$ cat config.mk
export PLATFORM = sky130hd
export DESIGN_NAME = stopwatch_ctrl
export DESIGN_NICKNAME = d
export VERILOG_FILES = /design/src/rtl/stopwatch_ctrl.sv
export SDC_FILE = /design/constraint.sdc
export NUM_CORES = 1
export LEC_CHECK = 0
export ABC_CLOCK_PERIOD_IN_PS = 2700
export BUFFER_PORTS_ARGS = -buffer_cell sky130_fd_sc_hd__buf_2
export CAP_MARGIN = 15
export CORE_MARGIN = 5
export CORE_UTILIZATION = 51
export CTS_BUF_LIST = sky130_fd_sc_hd__clkbuf_4 sky130_fd_sc_hd__clkbuf_8
export DETAILED_ROUTE_END_ITERATION = 7
export GPL_TIMING_DRIVEN = 0
export PLACE_DENSITY = 0.83
export SYNTH_ARGS = -nofsm -noshare
export SYNTH_HDL_FRONTEND = slang
export SYNTH_SLANG_ARGS = --single-unit
$ cat constraint.sdc
create_clock -name clk -period 2.7 [get_ports clk]
set_clock_uncertainty 0.1 [all_clocks]
set_input_delay 0.27 -clock clk [delete_from_list [all_inputs] [get_ports clk]]
set_output_delay 0.27 -clock clk [all_outputs]
set_load 0.01 [all_outputs]
$ cat src/rtl/stopwatch_ctrl.sv
// Stopwatch control FSM: run/stop, lap freeze, clear and overflow handling
// between the debounced buttons, the 10 ms tick and the BCD counter chain.
module stopwatch_ctrl #(
  parameter int unsigned DIGITS   = 4,
  parameter bit          OVF_STOP = 1'b1
) (
  input  logic                  clk,
  input  logic                  ss_nreset,
  input  logic                  tick,
  input  logic                  btn_ss_n,
  input  logic                  btn_lap_n,
  input  logic [4*DIGITS-1:0]   cnt_bcd,
  input  logic                  cnt_max,
  output logic                  cnt_inc,
  output logic                  cnt_clr,
  output logic [4*DIGITS-1:0]   disp_bcd,
  output logic                  running,
  output logic                  lap_active,
  output logic                  ovf
);

  typedef enum logic [2:0] {StIdle, StRun, StLap, StStop, StOvf} state_e;

  state_e                state_q, state_d;
  logic                  ss_prev_q, lap_prev_q;
  logic [4*DIGITS-1:0]   lap_reg_q;
  logic                  cnt_clr_q, cnt_clr_d;
  logic                  ovf_q, ovf_d;
  logic                  lap_load;
  logic                  ss_press, lap_press, max_tick;

  // Falling-edge detect; a simultaneous ss press drops the lap press.
  assign ss_press  = ss_prev_q & ~btn_ss_n;
  assign lap_press = lap_prev_q & ~btn_lap_n & ~ss_press;

  assign running    = (state_q == StRun) || (state_q == StLap);
  assign lap_active = (state_q == StLap);
  assign max_tick   = tick & cnt_max & running;
  assign cnt_inc    = tick & running & ~(OVF_STOP & cnt_max);
  assign cnt_clr    = cnt_clr_q;
  assign ovf        = ovf_q;
  assign disp_bcd   = lap_active ? lap_reg_q : cnt_bcd;

  // Next-state logic; overflow takes priority over button presses.
  always_comb begin
    state_d   = state_q;
    lap_load  = 1'b0;
    cnt_clr_d = 1'b0;
    ovf_d     = ovf_q | max_tick;
    unique case (state_q)
      StIdle: begin
        if (ss_press) state_d = StRun;
      end
      StRun: begin
        if (OVF_STOP && max_tick) state_d = StOvf;
        else if (ss_press)        state_d = StStop;
        else if (lap_press) begin
          state_d  = StLap;
          lap_load = 1'b1;
        end
      end
      StLap: begin
        if (OVF_STOP && max_tick) state_d = StOvf;
        else if (ss_press)        state_d = StStop;
        else if (lap_press)       state_d = StRun;
      end
      StStop: begin
        if (ss_press) state_d = StRun;
        else if (lap_press) begin
          state_d   = StIdle;
          cnt_clr_d = 1'b1;
          ovf_d     = 1'b0;
        end
      end
      StOvf: begin
        if (lap_press) begin
          state_d   = StIdle;
          cnt_clr_d = 1'b1;
          ovf_d     = 1'b0;
        end
      end
      default: state_d = StIdle;
    endcase
  end

  // State, button history, lap latch, clear pulse and sticky overflow.
  always_ff @(posedge clk or negedge ss_nreset) begin
    if (!ss_nreset) begin
      state_q    <= StIdle;
      ss_prev_q  <= 1'b1;
      lap_prev_q <= 1'b1;
      lap_reg_q  <= '0;
      cnt_clr_q  <= 1'b0;
      ovf_q      <= 1'b0;
    end else begin
      state_q    <= state_d;
      ss_prev_q  <= btn_ss_n;
      lap_prev_q <= btn_lap_n;
      if (lap_load) lap_reg_q <= cnt_bcd;
      cnt_clr_q  <= cnt_clr_d;
      ovf_q      <= ovf_d;
    end
  end

endmodule

==> results of run 1 <==
logic make-up (layout without fill, tap and decap cells):
| group | after synthesis | in the layout | synth area share [%] |
|---|---|---|---|
| simple gates | 20 | 20 | 10.32 |
| buf+inv | 4 | 53 | 3.302 |
| compound gates | 10 | 10 | 4.954 |
| mux | 33 | 33 | 33.75 |
| flops | 23 | 23 | 47.68 |
per-layer routing:
metal	GRT usage (%)	vias up	wire length [um]
met5	0	-	0
met4	5.825	0	13
met3	3.289	2	174
met2	25.71	32	1204
met1	18.67	413	1039
li1	-	425	-
state kept, by name (all words and copies together), names as in the netlist:
name	cells
cnt_clr	1
lap_prev_q	1
lap_reg_q	16
ovf	1
ss_prev_q	1
state_q	3
report_power, final:
| part | internal [uW] | total, uW | switching (uW) |
|---|---|---|---|
| Clock | 55.3 | 156 | 101 |
| Sequential | 494 | 590 | 95.9 |
| Combinational | 378 | 678 | 300 |
| Total | 927 | 1420 | 497 |
how the worst max path moves through the flow:
| stage | start | to |
|---|---|---|
| floorplan | state_q[2]$_DFFE_PN0P_ | disp_bcd[10] |
| global placement | state_q[2]$_DFFE_PN0P_ | disp_bcd[7] |
| detailed placement | state_q[2]$_DFFE_PN0P_ | disp_bcd[8] |
| CTS | state_q[2]$_DFFE_PN0P_ | disp_bcd[8] |
| global route | state_q[2]$_DFFE_PN0P_ | disp_bcd[12] |
| finish | state_q[2]$_DFFE_PN0P_ | disp_bcd[6] |
metrics by stage:
stage	hold slack (ps)	std cells	worst slack (ps)	utilization, %	total power [uW]
3_5_place_dp	171.0	160	524.3	65.27	1265
5_1_grt	74.91	167	136.2	68.07	1526
6_report	92.19	167	283.8	68.07	1424
3_3_place_gp	161.4	160	555.4	65.27	1229
4_1_cts	79.67	167	134.2	67.84	1432
2_1_floorplan	-125.6	90	830.5	-	1059
what timing repair did:
item,CTS,global route
hold buffers,3,0
endpoints found under the hold margin,23,0
resized for setup,0,1
setup endpoints to repair,0,8
worst reg2reg max path: stages (launching register included):
cell	delay, ps
dfstp_2	560
nand2b_4	60
nand2b_4	160
or3_1	360
buf_6	150
buf_12	150
mux2_4	300
placed cells by master, fill, tap and decap left out, drive strengths merged:
cell / Yosys / final
a311oi: 1 / 1
dlygate4sd3: 0 / 3
dfrtp: 21 / 21
or2b: 1 / 1
dfstp: 2 / 2
or3: 1 / 1
or2: 1 / 1
nand2b: 3 / 3
a21oi: 6 / 6
a31oi: 1 / 1
nor4b: 1 / 1
clkinv: 0 / 1
clkbuf: 1 / 4
a32o: 1 / 1
mux2: 33 / 33
buf: 3 / 45
nand4b: 1 / 1
nand2: 5 / 5
nand3b: 1 / 1
nor2: 5 / 5
and2: 1 / 1
o21ai: 1 / 1
layout make-up:
class	count	area share, %
buffer	4	2.634
clock buffer	3	1.481
clock inverter	1	0.3292
multi-input combinational	63	39.42
sequential	23	38.02
tap	28	2.305
timing repair buffer	45	15.80
==> impl_metrics.yaml, run 1 <==
status:
  outcome: "completed"
global_routing:
  grt_pass1_wl_um: 4022
  grt_max_degree: 24
  grt_pass1_vias: 903
  grt_overflow: 0
  antenna_found_initial: 0
  grt_util_all_layers_pct: 15.15
floorplanning:
  die_x_um: 58.76
  die_y_um: 58.76
  io_pins: 43
  num_rows: 17
  initial_core_util_pct: 54.29
  die_area_um2: 3452
  coreArea_um2: 2233
critical_path:
  cp-end-kind: "output port"
  crit_type: "flip-flop to output port"
  path_cells: "clkbuf_1, nor2_4, buf_2, mux2_2, buf_2"
  rr_worst_depth: 6
  critical_path_depth: 5
  worstPathArrival_ps: 2050
  crit_buf_inv: 3
  r2r_end: "lap_reg_q[1]$_DFFE_PN0P_"
  crit_required_ps: 2330
  crit_slowest_cell: "dfrtp_1"
  critPathMostFrequentCell: "buf_2"
  path_max_fanout: 10
  critPathMaxStageDelay_ps: 400
  start_kind: "flip-flop"
  critical-path-top-delay-family: "buffers and inverters"
  r2r_start: "lap_prev_q$_DFF_PN1_"
  reg2reg_slack_ps: 750
clock_network:
  clockBufferDepth: 2
  tritoncts: "yes"
  clk_pin_slew_ps: 130
  htreeDepth: 1
  cts-buffers-inserted: 3
  clock-root-buffer: "clkbuf_4"
  cts_num_sinks: 23
  clock_latency_ps: 310
  cts_setup_buffers: 0
sta:
  rsz0062_at_grt: "false"
  worst_slew_pin_slew_ps: 494.1
  setup_viol: 0
  finalCritPeriodShare_pct: 89.49
  finalHoldViolations: 0
  period_needed_ps: 2416
  fmax_ghz: 0.4139
  slew_violations: 0
  slew-limit-headroom_pct: 67.06
  tns_ps: 0
cells_and_area:
  final_area_um2: 1520
  register_area_um2: 578.1
  nFillCells: 168
  syn_to_final_growth_pct: 25.39
  multi_input_area_um2: 599.3
  diodes: 0
  drive_above_1_share_pct: 63.31
  nets: 162
detailed_routing:
  drc: 0
  drt_iter0_markers: 19
  drt_wl_total_um: 2432
  viasPerCell: 5.222
  wl_per_cell_um: 14.56
  ant_nets: 0
  vias: 872
  dr.pass1.iters: 4
placement:
  numPortBuffers: 42
  place_congestion: 0.8574
  dpl_cell_area_um2: 1458
  dp_hpwl_um: 1883
pwr:
  ir_drop_uv: 577.5
  leakage_uw: 0.0007650
  power_per_cell_area_nw_per_um2: 936.5
synth:
  synth_cell_types: 25
  syn_nets: 112
  synth_edf_count: 0
  synth_common_cells: "mux2_2, dfrtp_1, mux2_4"
  netlist_area_um2: 1212
  yosysWarnings: 0
  synth_cells: 90
  ys_ff_latch: 23
  ys_seq_area_share_pct: 47.68
  synth_area_per_cell_um2: 13.47
  synth_top_cell_by_area: "dfrtp_1"
  async_flop_share_pct: 100.0
  synth_top_area_share_pct: 43.34
  synth.most_common_cell: "mux2_2"
  synthTopCellsByArea: "dfrtp_1, mux2_2, mux2_4, dfstp_2, a21oi_1"
  yosys_most_used_dff: "dfrtp_1"
min_path:
  min_from: "cnt_bcd[9]"
  hold_depth: 2
  min_path_type: "input pin to flip-flop"
  worstHoldEndpoint: "lap_reg_q[9]$_DFFE_PN0P_"
run:
  drv_cap: 0
Note: power is estimated with default switching activity, not from simulation.
==> run 2, diff against run 1 <==
- SETUP_SLACK_MARGIN: unset -> 0.5
==> run 2 against run 1 <==
Against the previous run:
- utilization increased by 1.1 points
- sequential share of layout area decreased by 0.45 points
- final cell count increased by 1.2%
- largest power group unchanged
- design area increased by 1.6%
- non-clock buffer count increased by 2
- register-to-register slack about the same
- combinational power increased by 6.2%
- wire length increased by 0.45%
- die area unchanged
- highest routed layer unchanged
- fmax increased by 15%
==> impl_metrics.yaml, run 2 (synthesized netlist as in run 1, its figures left out) <==
sta:
  finalHoldViolations: 0
  fmax_ghz: 0.4779
  setup_viol: 0
  period_needed_ps: 2092
  slew_violations: 0
  finalCritPeriodShare_pct: 77.50
  slew-limit-headroom_pct: 67.13
  worst_slew_pin_slew_ps: 493.0
  whs_ps: 90.77
  rsz0062_at_grt: "false"
  tns_ps: 0
global_routing:
  grt_max_degree: 24
  grt_pass1_vias: 905
  grt_overflow: 0
  grt_util_all_layers_pct: 15.15
  antenna_found_initial: 0
  grt_pass1_wl_um: 4022
cells_and_area:
  layout_common_cells: "buf_2, mux2_2, dfrtp_1"
  nets: 164
  largest_register_ffs: 16
  diodes: 0
  top_register: "lap_reg_q"
  drive_above_1_share_pct: 65.96
  syn_to_final_growth_pct: 27.45
  finish.utilization_pct: 69.19
  top_regs: "lap_reg_q x16, state_q x3"
  layout_commonest_cell: "buf_2"
floorplanning:
  coreArea_um2: 2233
  num_rows: 17
  io_pins: 43
  initial_core_util_pct: 54.29
  die_y_um: 58.76
  die_x_um: 58.76
  die_area_um2: 3452
clock_network:
  cts_num_sinks: 23
  clock-root-buffer: "clkbuf_4"
  clk_pin_slew_ps: 130
  clock_latency_ps: 310
  clockBufferDepth: 2
  tritoncts: "yes"
  htreeDepth: 1
  cts-buffers-inserted: 3
detailed_routing:
  dr.pass1.iters: 4
  drt_wl_total_um: 2443
  drt_iter0_markers: 15
  vias: 869
  wl_per_cell_um: 14.46
  drc: 0
  viasPerCell: 5.142
  ant_nets: 0
run:
  drv_cap: 0
pwr:
  power_per_cell_area_nw_per_um2: 943.6
  p_clk_share_pct: 10.7
  sequentialPowerShare_pct: 39.9
  pwr-share-comb_pct: 49.3
  leakage_uw: 0.0007757
  p_int_uw: 957.1
  p_sw_uw: 501.1
  ir_drop_uv: 591.8
  sw_frac_of_total_pct: 34.36
critical_path:
  crit_type: "flip-flop to output port"
  start_kind: "flip-flop"
  worstPathArrival_ps: 1720
  crit_required_ps: 2330
  path_max_fanout: 7
  cp-end-kind: "output port"
placement:
  numPortBuffers: 42
  place_congestion: 0.8574
  dp_hpwl_um: 1883
min_path:
  min_path_type: "input pin to flip-flop"
status:
  outcome: "completed"
run 2: cell types whose count changed in the layout (fill, tap and decap cells not counted):
cell / change
buf_2: -1
clkbuf_1: -1
dfrtp_1: -2
dfrtp_2: +2
clkbuf_2: +1
buf_6: +1
buf_4: +2
run 2: power groups by stage:
stage	combinational, uW	sequential, uW	clock, uW
final	720	582	156
after global routing	781	603	177
after CTS	701	587	164
after detailed placement	672	593	0
after global placement	651	578	0
after floorplan	488	571	0
run 2: path summary, 6_finish.rpt:
path                                          startpoint                   endpoint  slack, ps  cells past startpoint
worst min-delay path                          cnt_bcd[9]   lap_reg_q[9]$_DFFE_PN0P_         90                      2
min in group asynchronous                      ss_nreset  lap_reg_q[15]$_DFFE_PN0P_        330                      2
worst min register to register  lap_reg_q[5]$_DFFE_PN0P_   lap_reg_q[5]$_DFFE_PN0P_        410                      1
worst max register to register      lap_prev_q$_DFF_PN1_   lap_reg_q[1]$_DFFE_PN0P_        750                      6
max in group asynchronous                      ss_nreset     state_q[0]$_DFFE_PN0P_       1790                      2
worst max-delay path              state_q[0]$_DFFE_PN0P_                disp_bcd[2]        610                      5
run 2: critical path: stages (launching register included):
cell and delay [ps]:
dfrtp_2 430, nand2b_1 190, nor2_4 150, buf_4 170, mux2_2 340, buf_2 140
run 2: timing repair:
item | in CTS | in global routing
endpoints found under the hold margin | 23 | 0
hold buffers | 3 | 0
setup buffers | 1 | 1
resized for setup | 2 | 5
pin swaps | 1 | 0
endpoints found under the setup margin | 17 | 16
run 2: final cells by class:
class,count,area (um^2)
Clock inverter,1,5.005
Clock buffer,3,22.52
Fill cell,163,688.2
Timing Repair Buffer,47,255.2
Sequential cell,23,580.6
Buffer,4,47.55
Tap cell,28,35.03
Multi-Input combinational cell,63,599.3
run 2: metal layers:
metal | track usage, % | share of wire (%)
met5 | 0 | 0
met4 | 5.825 | 1.1
met3 | 3.289 | 6.8
met2 | 26.18 | 48
met1 | 18.26 | 44
run 2: through the flow:
stage               area [um^2]  setup WS [ps]  power (uW)  instances
floorplan                  1212          830.5        1059         90
global placement           1458          555.4        1229        160
detailed placement         1458          524.3        1265        160
CTS                        1530          512.2        1452        168
global route               1545          507.5        1561        169
finish                     1545          607.6        1458        169
==> run 3, diff against run 2 <==
- ABC_CLOCK_PERIOD_IN_PS: 2700 -> 2100
- clock period: 2.7 -> 2.1 ns (I/O delays scaled with it)
==> run 3 against run 2 <==
Against the previous run:
- first-iteration DRC count grew 100%
- utilization grew 9.5 points
- hold slack lost 62 ps
==> impl_metrics.yaml, run 3 (synthesized netlist as in run 1, its figures left out) <==
sta:
  period_needed_ps: 1966
  whs_ps: 28.61
  fin_ws_ps: 134.4
  finalHoldViolations: 0
  fmax_ghz: 0.5087
  slew-limit-headroom_pct: 66.35
  tns_ps: 0
  slew_violations: 0
  rsz0062_at_grt: "true"
  worst_slew_pin_slew_ps: 504.8
  finalCritPeriodShare_pct: 93.60
  setup_viol: 0
run:
  drv_cap: 0
clock_network:
  htreeDepth: 1
  clk_pin_slew_ps: 130
  clockBufferDepth: 2
  cts_num_sinks: 23
  clock_latency_ps: 310
  cts-buffers-inserted: 3
  clock-root-buffer: "clkbuf_4"
  tritoncts: "yes"
global_routing:
  grt_overflow: 0
  grt_max_degree: 24
  grt_pass1_wl_um: 4705
  antenna_found_initial: 0
  grt_util_all_layers_pct: 17.85
  grt_pass1_vias: 979
pwr:
  leakage_uw: 0.0008954
  ir_drop_uv: 980.6
  power_per_cell_area_nw_per_um2: 1236
placement:
  numPortBuffers: 42
  dp_hpwl_um: 1870
  dpl_worst_slack_ps: 170.9
  place_congestion: 0.8687
floorplanning:
  die_area_um2: 3452
  coreArea_um2: 2233
  die_y_um: 58.76
  initial_core_util_pct: 54.29
  die_x_um: 58.76
  io_pins: 43
  num_rows: 17
critical_path:
  cp-end-kind: "output port"
  reg2reg_slack_ps: 200
  critical-path-top-delay-family: "flip-flops"
  r2r_end: "lap_reg_q[2]$_DFFE_PN0P_"
  start_kind: "flip-flop"
  crit_required_ps: 1790
  path_max_fanout: 10
  crit_buf_inv: 2
  cp-startpoint: "state_q[0]$_DFFE_PN0P_"
  crit_type: "flip-flop to output port"
  rr_worst_depth: 6
  path_cells: "nand2b_4, nor2_4, buf_8, mux2_4, buf_2"
  r2r_start: "lap_prev_q$_DFF_PN1_"
  critical_path_depth: 5
  crit_end: "disp_bcd[7]"
  worstPathArrival_ps: 1660
  critPathMaxStageDelay_ps: 430
  crit_slowest_cell: "dfrtp_2"
cells_and_area:
  top_regs: "lap_reg_q x16, state_q x3"
  diodes: 0
  layout_commonest_cell: "buf_2"
  nets: 171
  nFillCells: 139
  drive_above_1_share_pct: 70.27
  top_register: "lap_reg_q"
  syn_to_final_growth_pct: 44.89
  finish.utilization_pct: 78.66
  largest_register_ffs: 16
  multi_input_area_um2: 680.7
  layout_common_cells: "buf_2, mux2_4, dfrtp_1"
  register_area_um2: 580.6
detailed_routing:
  drt_iter0_markers: 30
  dr.pass1.iters: 4
  drt_wl_total_um: 2802
  wl_per_cell_um: 15.92
  ant_nets: 0
  drc: 0
  vias: 937
  viasPerCell: 5.324
status:
  outcome: "completed"
min_path:
  min_path_type: "input pin to flip-flop"
[run 3: changes by cell type in the layout (fill, tap and decap cells not counted), sizes merged]
cell,previous run,this run
buf,47,54
clkinv,1,0
clkbuf,4,5
[run 3: worst min path at each step]
stage | from | endpoint | slack [ps] | cells after the start
after detailed placement | ss_nreset | lap_reg_q[8]$_DFFE_PN0P_ | 110 | 1
after global placement | ss_nreset | lap_reg_q[8]$_DFFE_PN0P_ | 100 | 1
after floorplan | ss_nreset | cnt_clr$_DFF_PN0_ | -190 | 0
after CTS | cnt_bcd[12] | lap_reg_q[12]$_DFFE_PN0P_ | 40 | 2
after global routing | cnt_bcd[12] | lap_reg_q[12]$_DFFE_PN0P_ | 9 | 2
final | cnt_bcd[12] | lap_reg_q[12]$_DFFE_PN0P_ | 30 | 2
[run 3: through the flow]
stage	cell area, um^2	instances	power [uW]
after floorplan	1269	90	1452
after global placement	1514	160	1675
after detailed placement	1514	160	1718
after CTS	1724	175	2095
after global routing	1757	176	2311
final	1757	176	2171
[run 3: layer usage]
metal  vias up  track usage (%)  wire [um]
met3         5            3.509        202
met5         -                0          0
met2        35            29.81       1370
met1       459            22.68       1180
met4         0            6.796         49
li1        438                -          -
[run 3: worst register-to-register path, cell delays in order, from the launching register on]
cell      delay, ps
dfstp_2         570
nand2b_4         50
nand2b_4        140
or3_4           360
buf_6           140
buf_16          130
mux2_4          300
[run 3: repair_timing]
action | 4_1_cts | 5_1_grt
endpoints found under the setup margin | 35 | 35
hold endpoints to repair | 23 | 0
pin swaps | 2 | 1
setup buffers | 7 | 1
resized for setup | 18 | 6
gates cloned | 1 | 0
hold buffers | 3 | 0
[run 3: power breakdown]
part | switching (uW) | internal, uW | total (uW)
registers | 134 | 640 | 773
clock network | 137 | 87.2 | 224
logic | 469 | 705 | 1170
total | 739 | 1430 | 2170
[run 3: final cells by class]
class                      count  area share, %
buffer                         4          3.419
clock buffer                   4          1.709
multi-input combinational     63          38.75
sequential                    23          33.05
tap                           28          1.994
timing repair buffer          54          21.08
